## src/rtl/wisc_rf_pkg.sv

```systemverilog
// Shared types and helpers for the WISC parametrised register file.
// Holds the dump FSM encoding, default sizes and port slice math.
package wisc_rf_pkg;

  typedef enum logic [1:0] {
    IDLE,
    STREAM,
    DONE
  } dump_state_t;

  localparam int RF_DATA_W   = 16;
  localparam int RF_NUM_REGS = 16;

  // LSB of port `port` inside a packed bus of `w`-bit fields
  function automatic int unsigned slice_lsb(
    input int unsigned port,
    input int unsigned w
  );
    return port * w;
  endfunction

endpackage

```

## src/rtl/reg_dump_seq.sv

```systemverilog
// Dump sequencer: walks every register index once per request
// and presents it on a valid/ready stream, then pulses done.
module reg_dump_seq
  import wisc_rf_pkg::*;
#(
  parameter  int NUM_REGS = RF_NUM_REGS,
  localparam int AW       = $clog2(NUM_REGS)
) (
  input  logic          clk,
  input  logic          rst,
  input  logic          dump_req,
  input  logic          dump_ready,
  output logic          dump_valid,
  output logic [AW-1:0] dump_addr,
  output logic          dump_busy,
  output logic          dump_done
);

  localparam logic [AW-1:0] LAST = AW'(NUM_REGS - 1);

  dump_state_t   state_q, state_d;
  logic [AW-1:0] idx_q, idx_d;

  always_ff @(posedge clk or posedge rst) begin
    if (rst) begin
      state_q <= IDLE;
      idx_q   <= '0;
    end else begin
      state_q <= state_d;
      idx_q   <= idx_d;
    end
  end

  always_comb begin
    state_d    = state_q;
    idx_d      = idx_q;
    dump_valid = 1'b0;
    dump_busy  = 1'b0;
    dump_done  = 1'b0;
    unique case (state_q)
      IDLE: begin
        if (dump_req) begin
          state_d = STREAM;
          idx_d   = '0;
        end
      end
      STREAM: begin
        dump_valid = 1'b1;
        dump_busy  = 1'b1;
        if (dump_ready) begin
          // the index parks at 0 rather than wrapping past the last beat
          if (idx_q == LAST) begin
            state_d = DONE;
            idx_d   = '0;
          end else begin
            idx_d = idx_q + AW'(1);
          end
        end
      end
      DONE: begin
        dump_done = 1'b1;
        dump_busy = 1'b1;
        state_d   = IDLE;
      end
      default: state_d = IDLE;
    endcase
  end

  assign dump_addr = idx_q;

endmodule

```

## src/rtl/param_reg_file.sv

```systemverilog
// Parametrised WISC register file with write bypass, optional
// hardwired R0 and a handshaked dump port for state inspection.
module param_reg_file
  import wisc_rf_pkg::*;
#(
  parameter  int DATA_W   = RF_DATA_W,
  parameter  int NUM_REGS = RF_NUM_REGS,
  parameter  int NUM_RD   = 2,
  parameter  int ZERO_REG = 1,
  parameter  int BYPASS   = 1,
  localparam int AW       = $clog2(NUM_REGS)
) (
  input  logic                     clk,
  input  logic                     rst,
  input  logic                     wr_en,
  input  logic [AW-1:0]            wr_addr,
  input  logic [DATA_W-1:0]        wr_data,
  input  logic [NUM_RD*AW-1:0]     rd_addr,
  output logic [NUM_RD*DATA_W-1:0] rd_data,
  input  logic                     dump_req,
  input  logic                     dump_ready,
  output logic                     dump_valid,
  output logic [AW-1:0]            dump_addr,
  output logic [DATA_W-1:0]        dump_data,
  output logic                     dump_busy,
  output logic                     dump_done
);

  logic [DATA_W-1:0] regs_q [NUM_REGS];
  logic [DATA_W-1:0] regs_d [NUM_REGS];
  logic              wr_ok;

  assign wr_ok = wr_en && !(ZERO_REG != 0 && wr_addr == '0);

  always_comb begin
    regs_d = regs_q;
    if (wr_ok) regs_d[wr_addr] = wr_data;
  end

  always_ff @(posedge clk or posedge rst) begin
    if (rst) begin
      for (int i = 0; i < NUM_REGS; i++) regs_q[i] <= '0;
    end else begin
      regs_q <= regs_d;
    end
  end

  // one read path shared by every read port and the dump stream
  function automatic logic [DATA_W-1:0] read_reg(
    input logic [AW-1:0] a
  );
    if (ZERO_REG != 0 && a == '0) return '0;
    if (BYPASS != 0 && wr_ok && wr_addr == a) return wr_data;
    return regs_q[a];
  endfunction

  always_comb begin
    rd_data = '0;
    for (int unsigned i = 0; i < NUM_RD; i++) begin
      rd_data[slice_lsb(i, DATA_W) +: DATA_W] =
        read_reg(rd_addr[slice_lsb(i, AW) +: AW]);
    end
  end

  reg_dump_seq #(
    .NUM_REGS(NUM_REGS)
  ) u_seq (
    .clk       (clk),
    .rst       (rst),
    .dump_req  (dump_req),
    .dump_ready(dump_ready),
    .dump_valid(dump_valid),
    .dump_addr (dump_addr),
    .dump_busy (dump_busy),
    .dump_done (dump_done)
  );

  assign dump_data = read_reg(dump_addr);

endmodule
```

## config.mk

```make
export PLATFORM = sky130hd
export DESIGN_NAME = param_reg_file
export DESIGN_NICKNAME = d
export VERILOG_FILES = /design/src/rtl/wisc_rf_pkg.sv /design/src/rtl/reg_dump_seq.sv /design/src/rtl/param_reg_file.sv
export SDC_FILE = /design/constraint.sdc
export NUM_CORES = 1
export LEC_CHECK = 0
export ABC_AREA = 1
export CORE_AREA = 2 2 178 268
export CTS_CLUSTER_SIZE = 8
export DETAILED_ROUTE_END_ITERATION = 8
export DIE_AREA = 0 0 180 270
export PLACE_DENSITY = 0.55
export SLEW_MARGIN = 0
export SYNTH_ARGS = -nofsm -noshare
export SYNTH_HDL_FRONTEND = slang
export SYNTH_SLANG_ARGS = --single-unit
export TNS_END_PERCENT = 10
```

## constraint.sdc

```tcl
create_clock -name clk -period 10.2 [get_ports clk]
set_input_delay 3.06 -clock clk [delete_from_list [all_inputs] [get_ports clk]]
set_output_delay 3.06 -clock clk [all_outputs]
set_load 0.03 [all_outputs]
```

==> results by group <==
Status
  – Status: complete, no violations

Placed design
  – Worst slack, placed: 0.640 ns
  – Port Buf Inserts: 87
  – Final HPWL DP: 48.7 mm
  – RePlAce Congestion: 0.904

Logic synthesis
  – Post-synthesis net count: 3,089
  – Syn avg cell area: ~6 um^2
  – Yosys cell types: 19
  – Seq/Total Area, Yosys: between 30% and 40%
  – Post-Syn Instances: 3,050
  – Seq cells post-synth: 262
  – Mapped Area: 18,300 um^2
  – Yosys warning total: 0

Global route
  – Global-route wire length before repair: 123 mm
  – Vias in the first global route: between 15,000 and 20,000
  – Initial antenna violation count: 0
  – Total gr overflow: 0
  – Largest net degree at the start of global routing: 149
  – All-layer global routing usage: around a third

Floorplanning
  – Initial Util: 39.6%
  – Die Y: 270 um
  – I/O pin count: 88
  – Die X: about 180 um
  – Rows: 97
  – Die ar.: 48,600 um^2
  – Core area: 46,200 um^2

Critical path
  – Critical register-to-register path startpoint: u_seq.dump_addr[0]
  – Crit path launch type: input pin
  – CP Class: input pin to output pin
  – Critical path peak fanout: 24
  – Worst setup EP type: output pin
  – Worst Path Required: 7.14 ns
  – Worst Path Arrival: 6.62 ns
  – Worst Setup SP: wr_addr[3]

Finish
  – Filler cells: 4,849
  – Fraction of layout cells with a size suffix above 1: roughly 4.6%
  – Area growth from synthesis to layout: 11.8%
  – Number of nets in the layout: around 3,000
  – Most frequent cells in the layout: nand2_1 (1,233), nand3_1 (533), dfrtp_1 (259)
  – Most common cell after layout, fill and taps aside: nand2_1
  – Antenna cells: 0

Timing
  – Final period utilization: roughly 95%
  – TNS Setup: 0 ns
  – Fin. Hold Viols: 0
  – Fin. max-slew vios: 0
  – Final WS setup: 0.518 ns
  – Fin Clk Skew: between 0.003 and 0.004 ns
  – Max Fclk: 0.103 GHz
  – Tmin final: roughly 9.7 ns
  – Worst-Margin Slew: 1.09 ns
  – Worst slew margin: 27.1%
  – Final Setup Violations: 0
  – RSZ-0062 raised after global routing: no

CTS
  – Cts hold-fix bufs: 0
  – TritonCTS buffer count: 38
  – Clk Latency, worst-skew pair: 0.54 ns
  – Resize count post-CTS: 0
  – CTS root buffer: clkbuf_16
  – Maximum buffer depth of the clock tree: 3
  – CTS tree: built
  – H-tree levels: 2
  – Register clock-pin slew on the reported worst setup and hold paths: ~0.05 ns
  – Post-CTS Setup Bufs: 0
  – Clock sink count: between 200 and 300

Routing
  – Number of vias per cell: 5.72
  – Drt total wl: between 80 and 90 mm
  – Iter 0 DRT Violations: about 2,200
  – DRC Markers: 0
  – Total iterations of the first detailed-routing run: 6
  – Via count: 20,547
  – Post-route ant nets: 0
  – Drt wl/cell: roughly 23 um

Min path
  – Hold Path Class: register to register
  – Hold wc startpoint: regs_q[243]

Pwr
  – Leak: 0.0105 uW
  – VDD IR-drop max: 0.160 mV
  – PD cells: 235 nW/um^2

Run
  – Max Cap Violations: 0
## path summary, 6_finish.rpt
| kind | slack [ns] | cells past startpoint | end |
|---|---|---|---|
| max | 0.52 | 8 | dump_data[14] |
| min reg2reg | 0.37 | 0 | regs_q[243] |
| max reg2reg | 7.77 | 4 | u_seq.dump_addr[1] |
| max in group asynchronous | 5.74 | 3 | u_seq.dump_addr[0] |
| min in group asynchronous | 3.02 | 2 | regs_q[30] |
| min | 0.37 | 0 | regs_q[243] |
## worst max-delay path: stages
cell             delay, ns
clkdlybuf4s50_1       0.78
nor2_1                0.17
a21oi_2               0.29
nand3_2               0.67
nand3_1               0.27
nor2_1                0.06
nor2_1                0.51
clkdlybuf4s50_1       0.79
## through the flow
| stage | total power, uW | std cells | hold WS (ns) | cell area, um^2 | util (%) |
|---|---|---|---|---|---|
| final | 4810 | 3589 | 0.372 | 20500 | 44.3 |
| after global routing | 5090 | 3589 | 0.386 | 20500 | 44.3 |
| after CTS | 4800 | 3589 | 0.376 | 20500 | 44.3 |
| after detailed placement | 3600 | 3545 | 0.366 | 19400 | 42.0 |
| after global placement | 3570 | 3545 | 0.366 | 19400 | 42.0 |
| after floorplan | 2840 | 3050 | 0.429 | 18300 | - |
## power breakdown
part	total, uW	internal, uW	switching [uW]
sequential	1460	1250	201
clock	1190	704	483
combinational	2170	675	1490
total	4810	2630	2170
## per-layer routing
layer	track usage, %	vias up	part of all wire (%)
met5	0	-	0
met4	22.1	0	7.4
met3	4.69	302	8.1
met2	53.2	1177	45
met1	41.6	9608	39
li1	-	9460	-
## logic make-up (layout without fill, tap and decap cells)
family | count (synthesis) | count (layout) | synth area share [%]
AO/OA/AOI/OAI | 302 | 302 | 8.27
XOR/XNOR | 1 | 1 | 0.0478
adder cells (fa/ha/maj) | 6 | 6 | 0.410
buffers and inverters | 475 | 420 | 10.4
flip-flops | 262 | 262 | 35.8
AND/OR/NAND/NOR | 2004 | 2004 | 45.1
## final cells by class
cell class                      count  area [um^2]  share of cell area (%)
Clock buffer                       44         1040                    5.07
Inverter                          233          886                    4.33
Multi-Input combinational cell   2313         9900                    48.3
Sequential cell                   262         6560                    32.1
Tap cell                          594          743                    3.63
Timing Repair Buffer              143         1350                    6.60
## sequential cells by signal, indices dropped and copies added, names as in the netlist
| signal | flops |
|---|---|
| regs_q | 256 |
| u_seq.dump_addr | 4 |
| u_seq.state_q | 2 |
## Yosys cell counts (all sizes together)
| master | n | area, um^2 |
|---|---|---|
| nand2 | 1234 | 4630 |
| nand3 | 537 | 2710 |
| o21ai | 280 | 1400 |
| dfrtp | 262 | 6560 |
| inv | 233 | 875 |
| nor2 | 226 | 858 |
| clkbuf | 127 | 477 |
| buf | 115 | 544 |
| a21oi | 22 | 114 |
| ha | 6 | 75.1 |
| nor3 | 5 | 50.1 |
| or2 | 2 | 12.5 |
| xor2 | 1 | 8.76 |
No activity file was read; power rests on OpenSTA's default activity.
